<file path="config.mk">
export PLATFORM = sky130hd
export DESIGN_NAME = medidor_agua_flat
export DESIGN_NICKNAME = d
export VERILOG_FILES = /design/src/rtl/cafeteira_pkg.sv /design/src/rtl/medidor_agua_if.sv /design/src/rtl/medidor_agua_contador.sv /design/src/rtl/medidor_agua.sv /design/src/flat_wrapper.sv
export SDC_FILE = /design/constraint.sdc
export NUM_CORES = 1
export LEC_CHECK = 0
export ABC_AREA = 1
export CAP_MARGIN = 20
export CORE_ASPECT_RATIO = 1.4
export CORE_MARGIN = 1
export CORE_UTILIZATION = 35
export DETAILED_ROUTE_END_ITERATION = 10
export SLEW_MARGIN = 10
export SYNTH_ARGS = -nofsm -noshare
export SYNTH_HDL_FRONTEND = slang
export SYNTH_HIERARCHICAL = 1
export SYNTH_SLANG_ARGS = --single-unit
</file>
<file path="constraint.sdc">
create_clock -name clock -period 1.9 [get_ports clock]
set_input_delay 0.38 -clock clock [delete_from_list [all_inputs] [get_ports clock]]
set_output_delay 0.38 -clock clock [all_outputs]
set_load 0.02 [all_outputs]
</file>
<file path="src/rtl/cafeteira_pkg.sv">
// Shared definitions for the coffee-machine datapath: state encodings of the
// water-level responder and the distance width.
package cafeteira_pkg;

    localparam int DIST_W = 9;
    localparam logic [DIST_W-1:0] DIST_MAX = '1;

    typedef enum logic [3:0] {
        INICIAL      = 4'd0,
        GERA_TRIGGER = 4'd1,
        ESPERA_ECHO  = 4'd2,
        MEDE_ECHO    = 4'd3,
        CALCULA      = 4'd4,
        FINAL        = 4'd5,
        INTERVALO    = 4'd6
    } estado_medidor_t;

endpackage

</file>
<file path="src/rtl/medidor_agua_if.sv">
// Bundle between the control unit / ultrasonic sensor (master) and the
// water-level responder (slave).
interface medidor_agua_if;
    import cafeteira_pkg::*;

    logic              medir;
    logic              zera;
    logic              echo;
    logic              trigger;
    logic              pronto;
    logic              suficiente;
    logic [DIST_W-1:0] distancia;
    logic [3:0]        db_estado;

    modport master (
        output medir, zera, echo,
        input  trigger, pronto, suficiente, distancia, db_estado
    );

    modport slave (
        input  medir, zera, echo,
        output trigger, pronto, suficiente, distancia, db_estado
    );

endinterface

</file>
<file path="src/rtl/medidor_agua_contador.sv">
// contador_m: modulo-M counter with synchronous clear and enable; fim is high
// while the count sits at M-1.
module contador_m #(
    parameter int M = 4
) (
    input  logic clock,
    input  logic reset,
    input  logic zera,
    input  logic conta,
    output logic fim
);

    localparam int W = (M > 1) ? $clog2(M) : 1;
    localparam logic [W-1:0] LAST = W'(M - 1);

    logic [W-1:0] r_q;

    always_ff @(posedge clock or posedge reset) begin
        if (reset)
            r_q <= '0;
        else if (zera)
            r_q <= '0;
        else if (conta)
            r_q <= (r_q == LAST) ? '0 : r_q + 1'b1;
    end

    assign fim = (r_q == LAST);

endmodule

</file>
<file path="src/rtl/medidor_agua.sv">
// medidor_agua: HC-SR04 style water-level responder (trigger, echo timing,
// cm conversion, threshold). Define MEDIDOR_AGUA_MEDIA_EN to average 4 readings.
module medidor_agua
    import cafeteira_pkg::*;
#(
    parameter int TRIGGER_CYCLES   = 500,
    parameter int CYCLES_PER_CM    = 2941,
    parameter int LIMIAR_CM        = 10,
    parameter int TIMEOUT_CYCLES   = 1_500_000,
    parameter int INTERVALO_CYCLES = 3_000_000
) (
    input  logic           clock,
    input  logic           reset,
    medidor_agua_if.slave  bus
);

    localparam logic [DIST_W-1:0] LIMIAR = DIST_W'(LIMIAR_CM);

    estado_medidor_t   r_estado, w_proximo;
    logic              r_echoMeta, r_echoSync;
    logic [DIST_W-1:0] r_cm, r_distancia, w_resultado;
    logic              r_suficiente;
    logic              w_fimTrigger, w_fimTick, w_fimTimeout, w_fimIntervalo;
    logic              w_esperando, w_contaEcho, w_ultima;

    assign w_esperando = (r_estado == ESPERA_ECHO) || (r_estado == MEDE_ECHO);
    // The first synchronized-high cycle is still spent in espera_echo, so it counts too.
    assign w_contaEcho = w_esperando && r_echoSync;

    always_ff @(posedge clock or posedge reset) begin
        if (reset) begin
            r_echoMeta <= 1'b0;
            r_echoSync <= 1'b0;
        end else begin
            r_echoMeta <= bus.echo;
            r_echoSync <= r_echoMeta;
        end
    end

    contador_m #(.M(TRIGGER_CYCLES)) u_trigger (
        .clock(clock), .reset(reset),
        .zera(bus.zera || (r_estado != GERA_TRIGGER)),
        .conta(r_estado == GERA_TRIGGER), .fim(w_fimTrigger)
    );

    contador_m #(.M(CYCLES_PER_CM)) u_tick (
        .clock(clock), .reset(reset),
        .zera(bus.zera || !w_esperando),
        .conta(w_contaEcho), .fim(w_fimTick)
    );

    contador_m #(.M(TIMEOUT_CYCLES)) u_timeout (
        .clock(clock), .reset(reset),
        .zera(bus.zera || !w_esperando),
        .conta(w_esperando), .fim(w_fimTimeout)
    );

    contador_m #(.M(INTERVALO_CYCLES)) u_intervalo (
        .clock(clock), .reset(reset),
        .zera(bus.zera || (r_estado != INTERVALO)),
        .conta(r_estado == INTERVALO), .fim(w_fimIntervalo)
    );

`ifdef MEDIDOR_AGUA_MEDIA_EN
    logic [1:0]        r_leitura;
    logic [DIST_W+1:0] r_soma, w_somaTotal;

    assign w_somaTotal = r_soma + {2'b00, r_cm};
    assign w_ultima    = (r_leitura == 2'd3);
    assign w_resultado = w_somaTotal[DIST_W+1:2];

    always_ff @(posedge clock or posedge reset) begin
        if (reset) begin
            r_leitura <= '0;
            r_soma    <= '0;
        end else if (bus.zera || (r_estado == INICIAL) || (r_estado == FINAL)) begin
            r_leitura <= '0;
            r_soma    <= '0;
        end else if ((r_estado == CALCULA) && !w_ultima) begin
            r_leitura <= r_leitura + 1'b1;
            r_soma    <= w_somaTotal;
        end
    end
`else
    assign w_ultima    = 1'b1;
    assign w_resultado = r_cm;
`endif

    always_ff @(posedge clock or posedge reset) begin
        if (reset)
            r_estado <= INICIAL;
        else
            r_estado <= w_proximo;
    end

    always_comb begin
        w_proximo = r_estado;
        if (bus.zera) begin
            w_proximo = INICIAL;
        end else begin
            case (r_estado)
                INICIAL:      if (bus.medir) w_proximo = GERA_TRIGGER;
                GERA_TRIGGER: if (w_fimTrigger) w_proximo = ESPERA_ECHO;
                ESPERA_ECHO: begin
                    if (w_fimTimeout)    w_proximo = INICIAL;
                    else if (r_echoSync) w_proximo = MEDE_ECHO;
                end
                MEDE_ECHO: begin
                    if (w_fimTimeout)     w_proximo = INICIAL;
                    else if (!r_echoSync) w_proximo = CALCULA;
                end
                CALCULA:      w_proximo = w_ultima ? FINAL : INTERVALO;
                FINAL:        if (bus.medir) w_proximo = GERA_TRIGGER;
                INTERVALO:    if (w_fimIntervalo) w_proximo = GERA_TRIGGER;
                default:      w_proximo = INICIAL;
            endcase
        end
    end

    always_comb begin
        bus.trigger   = 1'b0;
        bus.pronto    = 1'b0;
        bus.db_estado = r_estado;
        case (r_estado)
            GERA_TRIGGER: bus.trigger = 1'b1;
            FINAL:        bus.pronto  = 1'b1;
            default:      ;
        endcase
    end

    // Distance results survive a timeout; only calcula, zera or reset change them.
    always_ff @(posedge clock or posedge reset) begin
        if (reset) begin
            r_cm         <= '0;
            r_distancia  <= '0;
            r_suficiente <= 1'b0;
        end else if (bus.zera) begin
            r_cm         <= '0;
            r_distancia  <= '0;
            r_suficiente <= 1'b0;
        end else begin
            if (r_estado == GERA_TRIGGER)
                r_cm <= '0;
            else if (w_contaEcho && w_fimTick && (r_cm != DIST_MAX))
                r_cm <= r_cm + 1'b1;
            if ((r_estado == CALCULA) && w_ultima) begin
                r_distancia  <= w_resultado;
                r_suficiente <= (w_resultado <= LIMIAR);
            end
        end
    end

    assign bus.distancia  = r_distancia;
    assign bus.suficiente = r_suficiente;

endmodule

</file>
<file path="src/flat_wrapper.sv">
// flat-port wrapper written by rule: the top's interface ports become plain ports
module medidor_agua_flat import cafeteira_pkg::*;
#(
    parameter int TRIGGER_CYCLES   = 500,
    parameter int CYCLES_PER_CM    = 2941,
    parameter int LIMIAR_CM        = 10,
    parameter int TIMEOUT_CYCLES   = 1_500_000,
    parameter int INTERVALO_CYCLES = 3_000_000
)
  (clock, reset, bus_medir, bus_zera, bus_echo, bus_trigger, bus_pronto, bus_suficiente, bus_distancia, bus_db_estado);
  medidor_agua_if bus_i ();
  input  logic clock;
  input  logic reset;
  input wire logic [$bits(bus_i.medir)-1:0] bus_medir;
  input wire logic [$bits(bus_i.zera)-1:0] bus_zera;
  input wire logic [$bits(bus_i.echo)-1:0] bus_echo;
  output wire logic [$bits(bus_i.trigger)-1:0] bus_trigger;
  output wire logic [$bits(bus_i.pronto)-1:0] bus_pronto;
  output wire logic [$bits(bus_i.suficiente)-1:0] bus_suficiente;
  output wire logic [$bits(bus_i.distancia)-1:0] bus_distancia;
  output wire logic [$bits(bus_i.db_estado)-1:0] bus_db_estado;
  assign bus_i.medir = bus_medir;
  assign bus_i.zera = bus_zera;
  assign bus_i.echo = bus_echo;
  assign bus_trigger = bus_i.trigger;
  assign bus_pronto = bus_i.pronto;
  assign bus_suficiente = bus_i.suficiente;
  assign bus_distancia = bus_i.distancia;
  assign bus_db_estado = bus_i.db_estado;
  medidor_agua #(.TRIGGER_CYCLES(TRIGGER_CYCLES), .CYCLES_PER_CM(CYCLES_PER_CM), .LIMIAR_CM(LIMIAR_CM), .TIMEOUT_CYCLES(TIMEOUT_CYCLES), .INTERVALO_CYCLES(INTERVALO_CYCLES)) u_core (.clock(clock), .reset(reset), .bus(bus_i));
endmodule
</file>
==> results.tsv <==
stage	metric	value	unit
outcome	status	finished clean	
floorplanning	start_util	35.83	%
synth	ys_seq_area_share	39.38	%
pwr	intPower	3474	µW
floorplanning	die_y	151.6	µm
timing	finalSetupTns	0	ns
placed_design	place_hpwl	9668	µm
final_layout	syn_to_final_growth	21.86	%
pwr	power.density	757.3	nW/µm²
clock_tree	cts_buffers	9	
floorplanning	std_cell_rows	54	
pwr	p_leak	0.003045	µW
clock_tree	cts_tree	built	
critical_path	cp_slowest_stage_delay	0.66	ns
detailed_routing	vias_per_cell	4.640	
global_route	grt_pass1_wl	21660	µm
clock_tree	clkTransAtPathRegs	0.07	ns
synth	synth_edf_count	0	
detailed_routing	drc_errors	0	
critical_path	path_cells	clkdlybuf4s50_1	
timing	worst_pin_slew	0.5046	ns
detailed_routing	finalWirelength	12750	µm
clock_tree	postCtsHoldBufs	0	
synth	async_flop_share	100.0	%
floorplanning	ios	21	
critical_path	crit_family	buffers and inverters	
timing	relSlewSlack	66.33	%
run	cap_viol_max_count	0	
synth	netlist_area	5592	µm²
synth	avgSynthCellArea	7.309	µm²
floorplanning	core	15610	µm²
floorplanning	dieArea	16490	µm²
synth	synth_flop_cell	dfrtp_1	
final_layout	final_core_util	43.66	%
detailed_routing	drt_first_pass_iters	4	
timing	slew_viol_final	0	
placed_design	dpl.cell_count	1031	
clock_tree	cts-root-buf	clkbuf_16	
synth	ys_types	38	
timing	min_period_over_period	96.98	%
synth	yosysTopAreaCellShare	39.38	%
final_layout	stdcell_count	1052	
timing	fin_skew	0.009860	ns
final_layout	diodes	0	
global_route	grt_antenna_before_repair	0	
detailed_routing	postRouteAntennaNets	0	
synth	synth_cells	765	
global_route	grt_pass1_vias	4652	
critical_path	worst-endpoint-required	1.52	ns
synth	ys_top_cells_by_area	dfrtp_1, nand2_1, nor2_1	
placed_design	port_buffers	19	
clock_tree	clk_latency	0.35	ns
detailed_routing	drtIter0Drc	170	
global_route	track_usage	16.84	%
final_layout	drive_above_1_share	20.79	%
pwr	seqPwrFrac	38.3	%
critical_path	crit_type	reg2out	
pwr	ir_drop	0.5794	mV
timing	fmaxAchievable	0.5427	GHz
global_route	grt.overflow.total	0	
pwr	power.total	5160	µW
final_layout	fillers	1591	
floorplanning	die_width	108.8	µm
timing	setup_viol	0	
global_route	grt_max_degree	25	
synth	ys_warn_count	6	
final_layout	fin_nets	864	
worst_hold_path	hold_path_class	reg2reg	
synth	syn_nets	778	
placed_design	placed_cell_area	6417	µm²
timing	hold_viol_final	0	
critical_path	cp-start-kind	register	
detailed_routing	post_drt_wl_per_cell	12.12	µm
final_layout	design_area	6814	µm²
detailed_routing	dr_total_vias	4881	
clock_tree	cts_max_path_buffers	2	
pwr	switching_share	32.67	%
timing	layout_min_cycle_time	1.843	ns
placed_design	gp_congestion	0.8653	
pwr	power_frac_clock	36.4	%
critical_path	crit_buf_inv	1	
critical_path	r2r_setup_slack	0.12	ns
synth	synth_seq_cells	88	
pwr	netSwitchingPower	1686	µW
critical_path	cp_max_fo	8	
critical_path	timing.critical_path.slowest_stage_cell	clkdlybuf4s50_1	
clock_tree	htreeDepth	3	
clock_tree	cts_sinks	88	
critical_path	arrival	1.46	ns
pwr	p_comb_share	25.4	%
critical_path	endpoint_kind	primary output	
synth	yosysTopAreaCell	dfrtp_1	
==> cell families after synthesis <==
| group | after synthesis | share of synthesized area [%] |
|---|---|---|
| muxes | 1 | 0.1790 |
| xor gates and xnor gates | 29 | 4.543 |
| DFF | 88 | 39.38 |
| other | 1 | 0.06706 |
| adders and majority gates | 8 | 1.790 |
| and+or+nand+nor | 480 | 40.39 |
| AOI/OAI and AO/OA | 41 | 4.654 |
| buffers and inverters | 117 | 8.995 |
==> synth_stat cells (2+ instances only) <==
cell type / instances
nand3_1: 64
nor2_4: 15
nand3_2: 3
nand4_1: 16
nand3_4: 3
nor2_1: 111
o21ai_2: 3
ha_1: 8
xor2_1: 21
nand2_1: 205
nand2_2: 14
buf_2: 3
inv_1: 95
nor2_2: 29
o21ai_0: 17
clkbuf_1: 2
inv_2: 8
nand2_4: 3
o21ai_1: 3
o22ai_1: 2
nor4_1: 4
dfrtp_1: 88
a21oi_1: 11
xnor2_1: 8
inv_4: 3
nand3b_1: 3
buf_12: 2
nor3_1: 10
a21oi_4: 2
==> layout by cell type (no fill, tap or decap), drive strengths merged <==
master,instances
nand2,222
nor2,155
inv,111
dfrtp,88
nand3,70
buf,65
o21ai,23
xor2,21
nand4,16
clkdlybuf4s50,15
a21oi,13
nor3,10
clkbuf,9
xnor2,8
ha,8
nor4,4
nand3b,3
clkinv,3
dlygate4sd2,2
o22ai,2
bufinv,1
clkdlybuf4s15,1
dlymetal6s2s,1
conb,1
o21bai,1
mux2i,1
a211oi,1
a21o,1
==> sequential cells by signal (all words and copies together), names as in the netlist <==
name,cells
u_core/bus.db_estado,3
u_core/bus.distancia,9
u_core/bus.suficiente,1
u_core/r_cm,9
u_core/r_echoMeta,1
u_core/r_echoSync,1
u_core/u_intervalo/r_q,22
u_core/u_tick/r_q,12
u_core/u_timeout/r_q,21
u_core/u_trigger/r_q,9
==> per-layer routing <==
layer	share of wire (%)	track usage, %
met3	2.1	3.122
met5	0	0
met4	2.2	6.892
met2	52	30.19
met1	44	19.48
==> power by group through the flow <==
stage	sequential [µW]	clock [µW]	combinational (µW)
after CTS	1970	1950	1260
after detailed placement	2010	0	1270
after global routing	1980	2020	1430
after floorplan	2040	0	809
final	1970	1880	1310
after global placement	2010	0	1270
==> final timing paths <==
| check | cells after the start | endpoint | startpoint |
|---|---|---|---|
| worst min-delay path | 0 | u_core/r_echoSync | u_core/r_echoMeta |
| min in group asynchronous | 2 | u_core/u_trigger/r_q[1] | reset |
| worst max-delay path | 1 | bus_db_estado[0] | u_core/bus.db_estado[0] |
| worst min register to register | 0 | u_core/r_echoSync | u_core/r_echoMeta |
| max in group asynchronous | 2 | u_core/u_tick/r_q[1] | reset |
| worst max register to register | 10 | u_core/u_tick/r_q[7] | u_core/bus.db_estado[0] |
==> repair_timing <==
item,4_1_cts,5_1_grt
resized for setup,4,13
cloned,0,0
setup buffers,0,5
endpoints found under the setup margin,10,29
hold endpoints to repair,0,0
pin swaps,0,3
==> layout make-up <==
cell class	count	area, µm²	area share, %
well taps	196	245.2	3.599
repair buffers	84	690.7	10.14
multi-input cells	560	2940	43.15
clock inverters	7	87.58	1.285
clock buffers	9	225.2	3.305
inverters	108	420.4	6.170
flip-flops and latches	88	2205	32.35
==> metrics by stage <==
stage                     worst slack [ns]  hold slack [ns]
final                              0.05742           0.3486
after CTS                         0.008193           0.3527
after global placement            -0.07916           0.3314
after detailed placement          -0.07693           0.3358
after global routing             -0.004959           0.3550
after floorplan                   -0.02727           0.2079
Power figures use the tool's default switching activity.
